[config.mk]
export PLATFORM = sky130hd
export DESIGN_NAME = pe_approx_sa_gen_flat
export DESIGN_NICKNAME = d
export VERILOG_FILES = /design/src/rtl/pe_approx_sa_gen_if.sv /design/src/rtl/pe_approx_sa_gen.sv /design/src/flat_wrapper.sv
export SDC_FILE = /design/constraint.sdc
export NUM_CORES = 1
export LEC_CHECK = 0
export ABC_AREA = 1
export BUFFER_PORTS_ARGS = -buffer_cell sky130_fd_sc_hd__buf_2
export CAP_MARGIN = 20
export CORE_UTILIZATION = 57
export CTS_BUF_LIST = sky130_fd_sc_hd__clkbuf_8
export DETAILED_ROUTE_END_ITERATION = 16
export GPL_TIMING_DRIVEN = 0
export PLACE_DENSITY = 0.86
export SYNTH_ARGS = -nofsm -noshare
export SYNTH_HDL_FRONTEND = slang
export SYNTH_SLANG_ARGS = --single-unit
[constraint.sdc]
create_clock -name clk -period 30.9 [get_ports clk]
set_clock_uncertainty 0.05 [all_clocks]
set_input_delay 4.635 -clock clk [delete_from_list [all_inputs] [get_ports clk]]
set_output_delay 4.635 -clock clk [all_outputs]
set_load 0.02 [all_outputs]
[src/rtl/pe_approx_sa_gen_if.sv]
// Bus bundle for one systolic-array processing element: activation stream
// (west -> east), weight shift chain (north -> south) and partial-sum path
// (north -> south). The array side drives through "master", the PE uses "slave".
interface pe_approx_sa_gen_if #(
    parameter int DW = 16,
    parameter int PW = 16
);
    logic [DW-1:0] act_in;
    logic          act_vld_in;
    logic          mode_in;
    logic [DW-1:0] act_out;
    logic          act_vld_out;
    logic [DW-1:0] w_in;
    logic          w_shift;
    logic          w_swap;
    logic [DW-1:0] w_out;
    logic [PW-1:0] psum_in;
    logic [PW-1:0] psum_out;
    logic          psum_vld_out;

    modport master (
        output act_in, act_vld_in, mode_in, w_in, w_shift, w_swap, psum_in,
        input  act_out, act_vld_out, w_out, psum_out, psum_vld_out
    );

    modport slave (
        input  act_in, act_vld_in, mode_in, w_in, w_shift, w_swap, psum_in,
        output act_out, act_vld_out, w_out, psum_out, psum_vld_out
    );
endinterface

[src/rtl/pe_approx_sa_gen.sv]
// Weight-stationary systolic-array PE with run-time selectable exact or
// leading-one approximate multiplier, double-buffered weights and valid tagging.
// Optional feature macro: PE_SAT_EN -- when defined, the product and the
// accumulation saturate to the PW-bit signed range; otherwise both wrap.
module pe_approx_sa_gen #(
    parameter int DW   = 16,
    parameter int PW   = 16,
    parameter int MB   = 3,
    parameter int FRAC = 0
) (
    input logic                clk,
    input logic                rst,
    pe_approx_sa_gen_if.slave  bus
);

    localparam int MW = 2 * DW;
    localparam int XW = ((MW > PW) ? MW : PW) + 2;

    localparam logic [DW-1:0] ZERO_DW = {DW{1'b0}};
    localparam logic [PW-1:0] ZERO_PW = {PW{1'b0}};
    localparam logic [MW-1:0] ZERO_MW = {MW{1'b0}};
    localparam logic [DW-1:0] ONE_DW  = {{(DW-1){1'b0}}, 1'b1};
    localparam logic [XW-1:0] ONE_XW  = {{(XW-1){1'b0}}, 1'b1};

`ifdef PE_SAT_EN
    localparam logic [PW-1:0] PMAX_PW = {1'b0, {(PW-1){1'b1}}};
    localparam logic [PW-1:0] PMIN_PW = {1'b1, {(PW-1){1'b0}}};
    localparam logic signed [XW-1:0] PMAX_X = $signed({{(XW-PW){1'b0}}, PMAX_PW});
    localparam logic signed [XW-1:0] PMIN_X = $signed({{(XW-PW){1'b1}}, PMIN_PW});
`endif

    // Unsigned magnitude of a two's-complement operand; the most negative
    // value maps onto 2^(DW-1), which still fits in DW unsigned bits.
    function automatic logic [DW-1:0] mag_f(input logic [DW-1:0] v);
        return v[DW-1] ? (~v + ONE_DW) : v;
    endfunction

    // Position of the most significant set bit (0 for a zero input).
    function automatic int lead_f(input logic [DW-1:0] v);
        int idx;
        idx = 0;
        for (int b = 0; b < DW; b++) begin
            idx = v[b] ? b : idx;
        end
        return idx;
    endfunction

    // MB-bit mantissa taken from the leading one down, zero-padded below
    // bit 0 when the operand is shorter than the mantissa.
    function automatic logic [MB-1:0] kbits_f(input logic [DW-1:0] v, input int idx);
        if (idx >= MB - 1) begin
            return MB'({{MB{1'b0}}, v} >> (idx - (MB - 1)));
        end else begin
            return MB'({{MB{1'b0}}, v} << ((MB - 1) - idx));
        end
    endfunction

    // Pipeline and weight registers.
    logic [DW-1:0] act_q, act_d;
    logic          vld_q, vld_d;
    logic          mode_q, mode_d;
    logic [DW-1:0] w_shadow_q, w_shadow_d;
    logic [DW-1:0] w_active_q, w_active_d;
    logic [PW-1:0] psum_q, psum_d;
    logic          psum_vld_q, psum_vld_d;

    // Datapath intermediates.
    logic [DW-1:0]   ma_s, mw_s;
    logic            neg_s, zero_s;
    int              ia_s, iw_s;
    logic [MB-1:0]   ka_s, kw_s;
    logic [2*MB-1:0] kprod_s;
    logic [MW-1:0]   exact_s, approx_s, mag_sel_s, mag_sc_s;
    logic [XW-1:0]   ext_s, p_u_s;
    logic [PW-1:0]   p_pw_s, sum_s;
`ifdef PE_SAT_EN
    logic signed [XW-1:0] p_full_s;
    logic [PW:0]          sum_x_s;
`endif

    // Operand magnitudes, product sign, zero detect and approximate mantissas.
    always_comb begin
        ma_s   = mag_f(act_q);
        mw_s   = mag_f(w_active_q);
        neg_s  = act_q[DW-1] ^ w_active_q[DW-1];
        zero_s = (ma_s == ZERO_DW) || (mw_s == ZERO_DW);
        ia_s   = lead_f(ma_s);
        iw_s   = lead_f(mw_s);
        ka_s   = kbits_f(ma_s, ia_s);
        kw_s   = kbits_f(mw_s, iw_s);
    end

    // Magnitude product (exact or approximate), scaled down and re-signed.
    always_comb begin
        exact_s  = {{DW{1'b0}}, ma_s} * {{DW{1'b0}}, mw_s};
        kprod_s  = {{MB{1'b0}}, ka_s} * {{MB{1'b0}}, kw_s};
        // Shift up by the full exponent first, then drop the 2(MB-1)
        // mantissa fraction bits, so a negative net exponent truncates.
        approx_s = MW'(({{MW{1'b0}}, kprod_s} << (ia_s + iw_s)) >> (2 * (MB - 1)));
        if (zero_s) begin
            mag_sel_s = ZERO_MW;
        end else if (mode_q) begin
            mag_sel_s = approx_s;
        end else begin
            mag_sel_s = exact_s;
        end
        mag_sc_s = mag_sel_s >> FRAC;
        ext_s    = {{(XW-MW){1'b0}}, mag_sc_s};
        p_u_s    = neg_s ? (~ext_s + ONE_XW) : ext_s;
    end

`ifdef PE_SAT_EN
    // Clip the product to PW bits, then add with one guard bit and clip again.
    always_comb begin
        p_full_s = $signed(p_u_s);
        if (p_full_s > PMAX_X) begin
            p_pw_s = PMAX_PW;
        end else if (p_full_s < PMIN_X) begin
            p_pw_s = PMIN_PW;
        end else begin
            p_pw_s = PW'(p_u_s);
        end
        sum_x_s = {bus.psum_in[PW-1], bus.psum_in} + {p_pw_s[PW-1], p_pw_s};
        if (sum_x_s[PW] != sum_x_s[PW-1]) begin
            sum_s = sum_x_s[PW] ? PMIN_PW : PMAX_PW;
        end else begin
            sum_s = sum_x_s[PW-1:0];
        end
    end
`else
    // Wrap-around accumulation: product and sum both taken modulo 2^PW.
    always_comb begin
        p_pw_s = PW'(p_u_s);
        sum_s  = bus.psum_in + p_pw_s;
    end
`endif

    // Next-state: activation pipeline, weight double buffer, partial sum.
    always_comb begin
        act_d      = bus.act_in;
        vld_d      = bus.act_vld_in;
        mode_d     = bus.mode_in;
        w_shadow_d = bus.w_shift ? bus.w_in : w_shadow_q;
        // Swap takes the shadow value from before this edge's shift.
        w_active_d = bus.w_swap ? w_shadow_q : w_active_q;
        if (vld_q) begin
            psum_d     = sum_s;
            psum_vld_d = 1'b1;
        end else begin
            psum_d     = bus.psum_in;
            psum_vld_d = 1'b0;
        end
    end

    // State registers; reset clears everything, weights included.
    always_ff @(posedge clk or posedge rst) begin
        if (rst) begin
            act_q      <= ZERO_DW;
            vld_q      <= 1'b0;
            mode_q     <= 1'b0;
            w_shadow_q <= ZERO_DW;
            w_active_q <= ZERO_DW;
            psum_q     <= ZERO_PW;
            psum_vld_q <= 1'b0;
        end else begin
            act_q      <= act_d;
            vld_q      <= vld_d;
            mode_q     <= mode_d;
            w_shadow_q <= w_shadow_d;
            w_active_q <= w_active_d;
            psum_q     <= psum_d;
            psum_vld_q <= psum_vld_d;
        end
    end

    assign bus.act_out      = act_q;
    assign bus.act_vld_out  = vld_q;
    assign bus.w_out        = w_shadow_q;
    assign bus.psum_out     = psum_q;
    assign bus.psum_vld_out = psum_vld_q;

endmodule

[src/flat_wrapper.sv]
// flat-port wrapper written by rule: the top's interface ports become plain ports
module pe_approx_sa_gen_flat 
#(
    parameter int DW   = 16,
    parameter int PW   = 16,
    parameter int MB   = 3,
    parameter int FRAC = 0
)
  (clk, rst, bus_act_in, bus_act_vld_in, bus_mode_in, bus_w_in, bus_w_shift, bus_w_swap, bus_psum_in, bus_act_out, bus_act_vld_out, bus_w_out, bus_psum_out, bus_psum_vld_out);
  pe_approx_sa_gen_if #(.DW(DW), .PW(PW)) bus_i ();
  input logic clk;
  input logic rst;
  input wire logic [$bits(bus_i.act_in)-1:0] bus_act_in;
  input wire logic [$bits(bus_i.act_vld_in)-1:0] bus_act_vld_in;
  input wire logic [$bits(bus_i.mode_in)-1:0] bus_mode_in;
  input wire logic [$bits(bus_i.w_in)-1:0] bus_w_in;
  input wire logic [$bits(bus_i.w_shift)-1:0] bus_w_shift;
  input wire logic [$bits(bus_i.w_swap)-1:0] bus_w_swap;
  input wire logic [$bits(bus_i.psum_in)-1:0] bus_psum_in;
  output wire logic [$bits(bus_i.act_out)-1:0] bus_act_out;
  output wire logic [$bits(bus_i.act_vld_out)-1:0] bus_act_vld_out;
  output wire logic [$bits(bus_i.w_out)-1:0] bus_w_out;
  output wire logic [$bits(bus_i.psum_out)-1:0] bus_psum_out;
  output wire logic [$bits(bus_i.psum_vld_out)-1:0] bus_psum_vld_out;
  assign bus_i.act_in = bus_act_in;
  assign bus_i.act_vld_in = bus_act_vld_in;
  assign bus_i.mode_in = bus_mode_in;
  assign bus_i.w_in = bus_w_in;
  assign bus_i.w_shift = bus_w_shift;
  assign bus_i.w_swap = bus_w_swap;
  assign bus_i.psum_in = bus_psum_in;
  assign bus_act_out = bus_i.act_out;
  assign bus_act_vld_out = bus_i.act_vld_out;
  assign bus_w_out = bus_i.w_out;
  assign bus_psum_out = bus_i.psum_out;
  assign bus_psum_vld_out = bus_i.psum_vld_out;
  pe_approx_sa_gen #(.DW(DW), .PW(PW), .MB(MB), .FRAC(FRAC)) u_core (.clk(clk), .rst(rst), .bus(bus_i));
endmodule
==> metrics.md, run 1 <==
| Metric | Value |
|---|---|
| Total number of vias | `10400` |
| Vias per cell | `5.59` |
| ANT nets after route | `0` |
| Area Overhead vs Synth | `9.58%` |
| Tmin final | `12.04 ns` |
| Ys flop type | `dfrtp_1` |
| Sequential share of the synthesized area | `15.7%` |
| H-tree levels | `3` |
| Most frequent CP cell | `nand2_1` |
| Count leader, synth | `nand2_1` |
| Yosys top cell by area | `fa_1` |
| Cell internal pwr | `595 uW` |
| Status | `finished clean` |
| CP startpoint kind | `flip-flop` |
| Input/output buffers | `102` |
| Cts hold-fix bufs | `0` |
| Die Wd | `139 um` |
| Core area | `18100 um2` |
| Post-Place Cell Area | `11500 um2` |
| Clk slew on worst S/H paths | `0.08 ns` |
| Critical Path Sink Type | `flip-flop` |
| Final Max Slew Viols | `0` |
| RSZ-0062 raised after global routing | `false` |
| Area of the multi-input gates | `7790 um2` |
| # diodes | `0` |
| Max FO, Critical Path | `13` |
| Number of setup buffers added after CTS | `0` |
| Top-area cell type share of the netlist area | `15.8%` |
| Final setup vio count | `0` |
| CP arrival | `12.24 ns` |
| EDFF count, synth | `0` |
| Largest net degree at the start of global routing | `38` |
| Die area | `19200 um2` |
| # fillers | `1556` |
| Worst skew pair latency | `0.36 ns` |
| Vias in the first global route | `10100` |
| # IOs | `104` |
| Beginning of the worst hold path | `u_core.bus.w_out[8]` |
| Tot Pwr | `1350 uW` |
| Clk root buf | `clkbuf_8` |
| Drt first pass iters | `6` |
| CTS resizes | `0` |
| GRT Overall Usage | `30.6%` |
| Max Fclk | `83.0 MHz` |
| Top cells by count, synth | `360 x nand2_1, 244 x inv_1, 159 x nor2_1, 94 x ha_1, 84 x fa_1` |
| Worst hold path depth | `2` |
| WS Path Type | `reg -> reg` |
| Post-DR wirelength/cell | `15.6 um` |
| Fraction of layout cells with a size suffix above 1 | `14.6%` |
| Flops & latches, synth | `67` |
| First-pass GRT wire length | `47300 um` |
| Slew margin rel. | `46.7%` |
| Critical path origin | `u_core.bus.act_out[0]` |
| P per Cell Area | `115 nW/um2` |
| Total gr overflow | `0` |
| Sink Count | `67` |
| Clock buffer depth | `2` |
| Fraction of registers with async set/reset | `100%` |
| Syn_nets | `1740` |
| Post-synthesis cell type count | `61` |
| Initial antenna violation count | `0` |
| Share of power burned in registers | `8.3%` |
| Drt total wl | `28900 um` |
| Layout Nets | `1854` |
| HP Class | `reg -> reg` |
| Post-route setup TNS | `0 ns` |
| Dominant cells by area after synthesis | `fa_1 16%, dfrtp_1 16%, nand2_1 13%` |
| Final hold vios | `0` |
| Pleak | `0.00622 uW` |
| CP max stage cell | `dfrtp_1` |
| Net switching power | `752 uW` |
| CTS Buf Count | `9` |
| Syn Inst Count | `1508` |
| DRT iter0 DRCs | `882` |
| Post-place setup slack | `19.19 ns` |
| Syn. warnings | `0` |
| Seq. cell area | `1680 um2` |
| Initial Utilization | `58.7%` |
| # DRC | `0` |
| Final HPWL DP | `23400 um` |
| Least-Margin Pin Slew | `0.800 ns` |
| Clock Power Share | `5.7%` |
| Syn avg cell area | `7.06 um2` |
| R2R Path Start | `u_core.bus.act_out[0]` |
| Required time of the critical path | `31.10 ns` |
| Combinational group share of total power | `86.0%` |
| Period Utilization, post-route | `39.0%` |
| Sw frac | `55.8%` |
| Setup ws final | `18.86 ns` |
| MaxCap Viol Count | `0` |
| Worst reg-to-reg path cell count | `70` |
| Syn Std Cell Area | `10600 um2` |
| Final GP Congestion | `0.951` |
| Die boundary height | `139 um` |
| FP Rows | `49` |
| CTS tree | `yes` |
| Peak supply drop | `0.0000768 V` |
| Slowest Stage Delay on Critical Path | `0.64 ns` |
| Final instance area | `11700 um2` |
==> cell families after synthesis <==
kind of cell	share of synthesized area, %
AOI/OAI and AO/OA	10.4
xor gates and xnor gates	5.69
adders and majority gates	26.8
buffers and inverters	11.1
DFF	15.7
muxes	1.68
and+or+nand+nor	28.5
==> power groups by stage <==
stage	combinational (uW)	clock [uW]	sequential, uW
final	1160	76.9	111
after global routing	1310	81.3	113
after CTS	1150	77.4	111
after detailed placement	1140	0	113
after global placement	1100	0	112
after floorplan	841	0	128
==> path summary, 6_finish.rpt <==
kind	to	slack, ns
setup / recovery	u_core.bus.psum_out[15]	18.86
hold / removal	u_core.w_active_q[8]	0.46
setup reg to reg	u_core.bus.psum_out[15]	18.86
hold reg to reg	u_core.w_active_q[8]	0.46
max in group asynchronous	u_core.bus.w_out[6]	25.79
min in group asynchronous	u_core.bus.psum_out[11]	4.38
==> layout make-up <==
cell class,count,share of cell area [%]
plain buffers,34,1.59
clock buffers,10,1.18
clock inverters,6,0.558
inverters,264,8.54
multi-input cells,1143,66.8
flip-flops and latches,67,14.4
well taps,229,2.46
repair buffers,103,4.55
==> worst max-delay path, delay by kind of cell, from the launching register on <==
| kind | cells | cell delay, ns |
|---|---|---|
| xor+xnor | 2 | 0.29 |
| buf+inv | 13 | 1.91 |
| fa+ha+maj | 9 | 2.63 |
| compound gates | 13 | 2.53 |
| flops | 1 | 0.64 |
| mux | 1 | 0.22 |
| simple gates | 32 | 3.64 |
==> per-stage QoR <==
| stage | cells | util (%) | hold slack (ns) |
|---|---|---|---|
| 4_1_cts | 1856 | 64.3 | 0.465 |
| 5_1_grt | 1856 | 64.3 | 0.494 |
| 3_3_place_gp | 1839 | 63.1 | 0.434 |
| 3_5_place_dp | 1840 | 63.2 | 0.446 |
| 6_report | 1856 | 64.3 | 0.464 |
| 2_1_floorplan | 1508 | - | 0.483 |
==> routing by layer <==
metal	track usage (%)	part of all wire, %
met5	0	0
met4	12.7	3.4
met3	6.15	8.9
met2	51.5	47
met1	38.6	40
==> sequential cells by signal, indices dropped and copies added, names as in the netlist <==
signal and count:
u_core.mode_q 1, u_core.w_active_q 16, u_core.bus.act_vld_out 1, u_core.bus.psum_out 16
u_core.bus.psum_vld_out 1, u_core.bus.w_out 16, u_core.bus.act_out 16
==> layout by cell type, fill, tap and decap left out, drive strengths merged, types with 2 or more instances in the layout <==
cell type	Yosys	final
nand2	391	391
inv	262	262
nor2	172	172
buf	16	119
ha	94	94
o21ai	89	89
nand3	85	85
fa	84	84
dfrtp	67	67
a21oi	60	60
xor2	39	39
clkbuf	18	28
xnor2	25	25
mux2	15	15
or2	15	15
nand4	10	10
nor3	9	9
o31ai	8	8
a31oi	7	7
clkinv	2	6
nand3b	5	5
o211ai	4	4
o21bai	4	4
o2111ai	3	3
a211oi	3	3
nor4	2	2
and2	2	2
nor3b	2	2
o21a	2	2
a311oi	2	2
a221oi	2	2
o22ai	2	2
Power figures use the tool's default switching activity.
==> inputs of run 2 (changes only) <==
--- a/config.mk
+++ b/config.mk
@@ -5,7 +5,7 @@
 export SDC_FILE = /design/constraint.sdc
 export NUM_CORES = 1
 export LEC_CHECK = 0
-export ABC_AREA = 1
+export ABC_AREA = 0
 export BUFFER_PORTS_ARGS = -buffer_cell sky130_fd_sc_hd__buf_2
 export CAP_MARGIN = 20
 export CORE_UTILIZATION = 57
==> constraint.sdc (replaced) <==
create_clock -name clk -period 12.48 [get_ports clk]
set_clock_uncertainty 0.05 [all_clocks]
set_input_delay 1.872 -clock clk [delete_from_list [all_inputs] [get_ports clk]]
set_output_delay 1.872 -clock clk [all_outputs]
set_load 0.02 [all_outputs]
==> run 2 against run 1 <==
Core utilization increased by 2.1 points. Global-route usage increased by 3.1 points. Sequential cell count unchanged. Hold slack worse by 0.11 ns. Via count rose by 7.0%. Sequential share of layout area down 1.4 points. Register-to-register slack got worse by 18 ns. Critical path type unchanged. Critical endpoint unchanged. Highest routed layer unchanged.
==> metrics.md, run 2 <==
| Metric | Value |
|---|---|
| Area Overhead vs Synth | `13.9%` |
| Max FO, Critical Path | `8 (-5)` |
| Flops & latches, synth | `67 (unchanged)` |
| Period Utilization, post-route | `95.2% (+56 points)` |
| Most frequent cells in the layout | `150 x inv_1, 147 x nand2_1, 127 x nor2_1` |
| Critical Path Sink Type | `flip-flop` |
| ANT nets after route | `0 (unchanged)` |
| Syn Inst Count | `1383 (-8.3%)` |
| CP arrival | `12.12 ns (-0.12 ns)` |
| Syn avg cell area | `8.23 um2 (+17%)` |
| Status | `finished clean` |
| Worst skew pair latency | `0.36 ns (about the same)` |
| Sink Count | `67 (unchanged)` |
| HP Class | `reg -> reg` |
| Input/output buffers | `102 (unchanged)` |
| Initial antenna violation count | `0 (unchanged)` |
| Die Wd | `143 um (+3.3%)` |
| CP max stage cell | `xor2_1` |
| Met2 WL | `15600 um (+14%)` |
| # IOs | `104 (unchanged)` |
| GRT Overall Usage | `33.7% (+3.1 points)` |
| # DRC | `0 (unchanged)` |
| Sequential share of the synthesized area | `14.7% (-1.0 points)` |
| Top cells by count, synth | `154 x inv_1, 149 x nand2_1, 129 x nor2_1, 94 x ha_1, 85 x xnor2_1` |
| Top-area cell type share of the netlist area | `14.8% (-1.0 points)` |
| Most common cell after layout, fill and taps aside | `inv_1` |
| CTS Buf Count | `9 (unchanged)` |
| Core area | `19500 um2 (+7.6%)` |
| Final hold vios | `0 (unchanged)` |
| Fraction of layout cells with a size suffix above 1 | `19.2% (+4.6 points)` |
| Final GP Congestion | `0.971 (+2.2%)` |
| First-pass GRT wire length | `54300 um (+15%)` |
| Layout Nets | `1744 (-5.9%)` |
| Count leader, synth | `inv_1` |
| H-tree levels | `3 (unchanged)` |
| Initial Utilization | `58.3% (-0.39 points)` |
| Die area | `20500 um2 (+6.8%)` |
| Metal3 WL | `3330 um (+29%)` |
| CTS tree | `yes` |
| Wl on met1 | `13400 um (+14%)` |
| Dominant cells by area after synthesis | `fa_1 15%, dfrtp_1 15%, ha_1 10%` |
| Max Fclk | `84.1 MHz (+1.3%)` |
| Clk root buf | `clkbuf_8` |
| CP startpoint kind | `flip-flop` |
| Fraction of registers with async set/reset | `100% (unchanged)` |
| Syn Std Cell Area | `11400 um2 (+6.9%)` |
| Slowest Stage Delay on Critical Path | `0.73 ns (+0.09 ns)` |
| MaxCap Viol Count | `0 (unchanged)` |
| Ys flop type | `dfrtp_1` |
| Most frequent CP cell | `ha_1` |
| Yosys top cell by area | `fa_1` |
| Post-DR wirelength/cell | `18.8 um (+21%)` |
| Clk slew on worst S/H paths | `0.09 ns (about the same)` |
| Tmin final | `11.88 ns (-0.157 ns)` |
| Slew margin rel. | `19.8% (-27 points)` |
| Clock buffer depth | `2 (unchanged)` |
| Least-Margin Pin Slew | `1.19 ns (+0.394 ns)` |
| EDFF count, synth | `0 (unchanged)` |
| Total number of vias | `11100 (+7.0%)` |
| Vias in the first global route | `11000 (+8.7%)` |
| Required time of the critical path | `12.72 ns (-18.38 ns)` |
| Drt total wl | `33600 um (+16%)` |
| Final Max Slew Viols | `0 (unchanged)` |
| DRT iter0 DRCs | `1271 (+44%)` |
| Syn. warnings | `0 (unchanged)` |
| Largest net degree at the start of global routing | `44 (+16%)` |
| Total gr overflow | `0 (unchanged)` |
| Die boundary height | `143 um (+3.3%)` |
| FP Rows | `51 (+4.1%)` |
| Syn_nets | `1615 (-7.2%)` |
| Highest routed layer | `met4` |
| Final HPWL DP | `26300 um (+12%)` |
| # diodes | `0 (unchanged)` |
| Cts hold-fix bufs | `0 (unchanged)` |
| Vias per cell | `6.22 (+11%)` |
| Final setup vio count | `0 (unchanged)` |
| Post-synthesis cell type count | `94 (+54%)` |
| Drt first pass iters | `5 (-1)` |
| Finished Core Util | `66.4% (+2.1 points)` |
| WS Path Type | `reg -> reg` |
run 2: cell types whose count changed in the layout (fill, tap and decap cells not counted), sizes merged, moves of 15 or more:
cell	previous run	this run
nand2b	0	15
nor3	9	25
clkbuf	28	57
nand3	85	18
o211ai	4	21
xnor2	25	85
mux2	15	43
inv	262	157
a21o	1	16
nor2	172	129
buf	119	146
nand2	391	150
o21ai	89	60
run 2: repair_timing:
action                                  in CTS  in global routing
gates resized for setup                     38                 44
setup buffers                               10                 10
endpoints found under the setup margin       7                  4
pin swaps                                    6                  2
run 2: worst paths after layout:
check | from | to | slack, ns | cells past startpoint
hold reg to reg | u_core.bus.act_vld_out | u_core.bus.psum_vld_out | 0.35 | 0
min in group asynchronous | rst | u_core.bus.psum_out[8] | 1.50 | 2
setup reg to reg | u_core.bus.act_out[1] | u_core.bus.psum_out[15] | 0.60 | 50
hold / removal | u_core.bus.act_vld_out | u_core.bus.psum_vld_out | 0.35 | 0
setup / recovery | u_core.bus.act_out[1] | u_core.bus.psum_out[15] | 0.60 | 50
max in group asynchronous | rst | u_core.bus.act_out[6] | 10.24 | 3
run 2: layout make-up:
| class | instances | area, um2 |
|---|---|---|
| sequential | 67 | 1680 |
| inverter | 158 | 601 |
| fill | 1612 | 6570 |
| buffer | 68 | 334 |
| timing repair buffer | 126 | 703 |
| clock inverter | 7 | 60.1 |
| tap | 265 | 332 |
| clock buffer | 9 | 124 |
| multi-input combinational | 1082 | 9130 |
run 2: worst max-delay path, delay by kind of cell, from the launching register on:
family / cells / cell delay [ns]
AOI/OAI and AO/OA: 23 / 4.81
adders and majority gates: 8 / 2.55
and+or+nand+nor: 8 / 1.67
xor gates and xnor gates: 5 / 1.39
DFF: 1 / 0.48
buffers and inverters: 4 / 0.44
muxes: 2 / 0.42
run 2: metal layers:
layer	track usage (%)	vias up
met2	56.3	639
met1	44.5	5305
met3	4.43	134
met5	0	-
li1	-	5010
met4	12.7	0
run 2: cell families (layout without fill, tap and decap cells):
logic type | after synthesis | count (layout) | share of synthesized area [%]
and+or+nand+nor | 440 | 440 | 18.4
AOI/OAI and AO/OA | 288 | 288 | 18.4
buffers and inverters | 234 | 368 | 8.19
adders and majority gates | 178 | 178 | 25.1
xor gates and xnor gates | 116 | 116 | 9.11
DFF | 67 | 67 | 14.7
muxes | 60 | 60 | 6.11
run 2: per-stage QoR:
step	hold slack, ns	setup slack, ns	cells	TNS, ns	area, um2
final	0.353	0.595	1782	0	13000
after global routing	0.373	-0.122	1782	-0.122	13000
after CTS	0.359	0.0122	1775	0	12700
after detailed placement	0.336	-1.61	1753	-4.51	12300
after global placement	0.338	-1.34	1750	-3.12	12200
after floorplan	0.461	0.845	1383	0	11400
Power of run 2 is not shown: default switching activity piles up to over one toggle a cycle in this logic, so the estimate is an artifact.
==> inputs of run 3 (changes only) <==
--- a/config.mk
+++ b/config.mk
@@ -9,7 +9,6 @@
 export BUFFER_PORTS_ARGS = -buffer_cell sky130_fd_sc_hd__buf_2
 export CAP_MARGIN = 20
 export CORE_UTILIZATION = 57
-export CTS_BUF_LIST = sky130_fd_sc_hd__clkbuf_8
 export DETAILED_ROUTE_END_ITERATION = 16
 export GPL_TIMING_DRIVEN = 0
 export PLACE_DENSITY = 0.86
==> run 3 against run 2 <==
Non-clock buffer count unchanged. Critical path depth up 2. Global-route usage up 0.099 points. Core utilization up 0.54 points. Sequential share of layout area down 0.10 points. Critical path type unchanged. Design area up 0.81%. First-iteration DRC count down 3.6%. Hold slack worse by 0.0070 ns. Register-to-register slack worse by 0.05 ns. Largest cell class unchanged. Maximum frequency down 0.42%. Sequential cell count unchanged. Setup slack worse by 0.050 ns.
==> metrics.md, run 3 (same netlist as run 2, synthesis figures left out) <==
| Metric | Value |
|---|---|
| Largest net degree at the start of global routing | `44 (unchanged)` |
| Post-DR wirelength/cell | `19.0 um (+1.1%)` |
| CP max stage cell | `xor2_1` |
| CP arrival | `12.15 ns (+0.03 ns)` |
| CP startpoint kind | `flip-flop` |
| Final setup vio count | `0 (unchanged)` |
| # DRC | `0 (unchanged)` |
| H-tree levels | `3 (unchanged)` |
| WS Path Type | `reg -> reg` |
| Most common cell after layout, fill and taps aside | `inv_1` |
| Core area | `19500 um2 (unchanged)` |
| Most frequent CP cell | `ha_1` |
| Input/output buffers | `102 (unchanged)` |
| Die Wd | `143 um (unchanged)` |
| Initial Utilization | `58.3% (unchanged)` |
| DRT iter0 DRCs | `1225 (-3.6%)` |
| Required time of the critical path | `12.70 ns (-0.02 ns)` |
| Least-Margin Pin Slew | `1.22 ns (+0.0271 ns)` |
| CTS Buf Count | `9 (unchanged)` |
| Sink Count | `67 (unchanged)` |
| Final Max Slew Viols | `0 (unchanged)` |
| Critical Path Sink Type | `flip-flop` |
| Area Overhead vs Synth | `14.8%` |
| Final hold vios | `0 (unchanged)` |
| Period Utilization, post-route | `95.6% (+0.40 points)` |
| FP Rows | `51 (unchanged)` |
| Fraction of layout cells with a size suffix above 1 | `19.3% (+0.066 points)` |
| Die area | `20500 um2 (unchanged)` |
| CTS tree | `yes` |
| Initial antenna violation count | `0 (unchanged)` |
| Final GP Congestion | `0.971 (unchanged)` |
| Total number of vias | `11200 (+0.60%)` |
| Clock buffer depth | `2 (unchanged)` |
| # diodes | `0 (unchanged)` |
| Max FO, Critical Path | `7 (-1)` |
| Most frequent cells in the layout | `150 x inv_1, 147 x nand2_1, 127 x nor2_1` |
| Clk root buf | `clkbuf_16` |
| Cts hold-fix bufs | `0 (unchanged)` |
| Post-Place Cell Area | `12300 um2 (unchanged)` |
| Slowest Stage Delay on Critical Path | `0.73 ns (about the same)` |
| Die boundary height | `143 um (unchanged)` |
| GRT Overall Usage | `33.8% (+0.099 points)` |
| Slew margin rel. | `18.0% (-1.8 points)` |
| Max Fclk | `83.8 MHz (-0.42%)` |
| Final instance area | `13100 um2 (+0.81%)` |
| Tmin final | `11.93 ns (+0.0501 ns)` |
| Vias in the first global route | `11100 (+0.54%)` |
| First-pass GRT wire length | `54400 um (+0.19%)` |
| Clk slew on worst S/H paths | `0.07 ns (-0.02 ns)` |
| # IOs | `104 (unchanged)` |
| Vias per cell | `6.26 (+0.60%)` |
| HP Class | `reg -> reg` |
| Drt total wl | `33900 um (+1.1%)` |
| Worst skew pair latency | `0.34 ns (-0.02 ns)` |
| ANT nets after route | `0 (unchanged)` |
| Layout Nets | `1744 (unchanged)` |
| Final HPWL DP | `26300 um (unchanged)` |
| Status | `finished clean` |
| Drt first pass iters | `8 (+3)` |
| Total gr overflow | `0 (unchanged)` |
| MaxCap Viol Count | `0 (unchanged)` |
## run 3: final timing paths
check	from	to	slack, ns	cells past startpoint
max	u_core.bus.act_out[0]	u_core.bus.psum_out[15]	0.55	52
min	u_core.bus.act_vld_out	u_core.bus.psum_vld_out	0.35	0
max reg2reg	u_core.bus.act_out[0]	u_core.bus.psum_out[15]	0.55	52
min reg2reg	u_core.bus.act_vld_out	u_core.bus.psum_vld_out	0.35	0
max in group asynchronous	rst	u_core.bus.act_out[6]	10.22	3
min in group asynchronous	rst	u_core.bus.psum_out[8]	1.52	2
## run 3: critical path, delay by kind of cell, from the launching register on
| kind | cells | cell delay [ns] |
|---|---|---|
| AOI/OAI and AO/OA | 22 | 4.63 |
| adders and majority gates | 8 | 2.55 |
| and+or+nand+nor | 13 | 2.26 |
| xor gates and xnor gates | 4 | 1.21 |
| buffers and inverters | 4 | 0.44 |
| DFF | 1 | 0.43 |
| muxes | 1 | 0.30 |
## run 3: final cells by class
type / instances / area (um2)
Clock inverter: 7 / 60.1
Clock buffer: 9 / 225
Tap cell: 265 / 332
Timing Repair Buffer: 126 / 703
Multi-Input combinational cell: 1082 / 9130
Sequential cell: 67 / 1680
Inverter: 158 / 601
Fill cell: 1586 / 6460
Buffer: 68 / 334
## run 3: metrics by stage
step	setup TNS [ns]	hold WS [ns]	util [%]	cells	setup slack, ns
2_1_floorplan	0	0.461	-	1383	0.845
3_3_place_gp	-3.12	0.338	62.6	1750	-1.34
3_5_place_dp	-4.51	0.336	62.8	1753	-1.61
4_1_cts	0	0.354	65.5	1776	0.0215
5_1_grt	-0.120	0.367	66.9	1782	-0.120
6_report	0	0.346	66.9	1782	0.545
## run 3: what timing repair did
| action | 4_1_cts | 5_1_grt |
|---|---|---|
| setup endpoints to repair | 7 | 4 |
| setup buffers | 10 | 10 |
| gates resized for setup | 36 | 47 |
| hold endpoints to repair | 0 | 0 |
| pin swaps | 6 | 2 |
## run 3: routing by layer
metal | wire, um | vias to the layer above | share of wire [%] | global-route usage, %
li1 | - | 5016 | - | -
met1 | 13300 | 5331 | 39 | 44.1
met2 | 15700 | 672 | 46 | 56.2
met3 | 3500 | 136 | 10 | 4.90
met4 | 1440 | 0 | 4.2 | 14.0
met5 | 0 | - | 0 | 0
Power of run 3 is left out for the same reason.
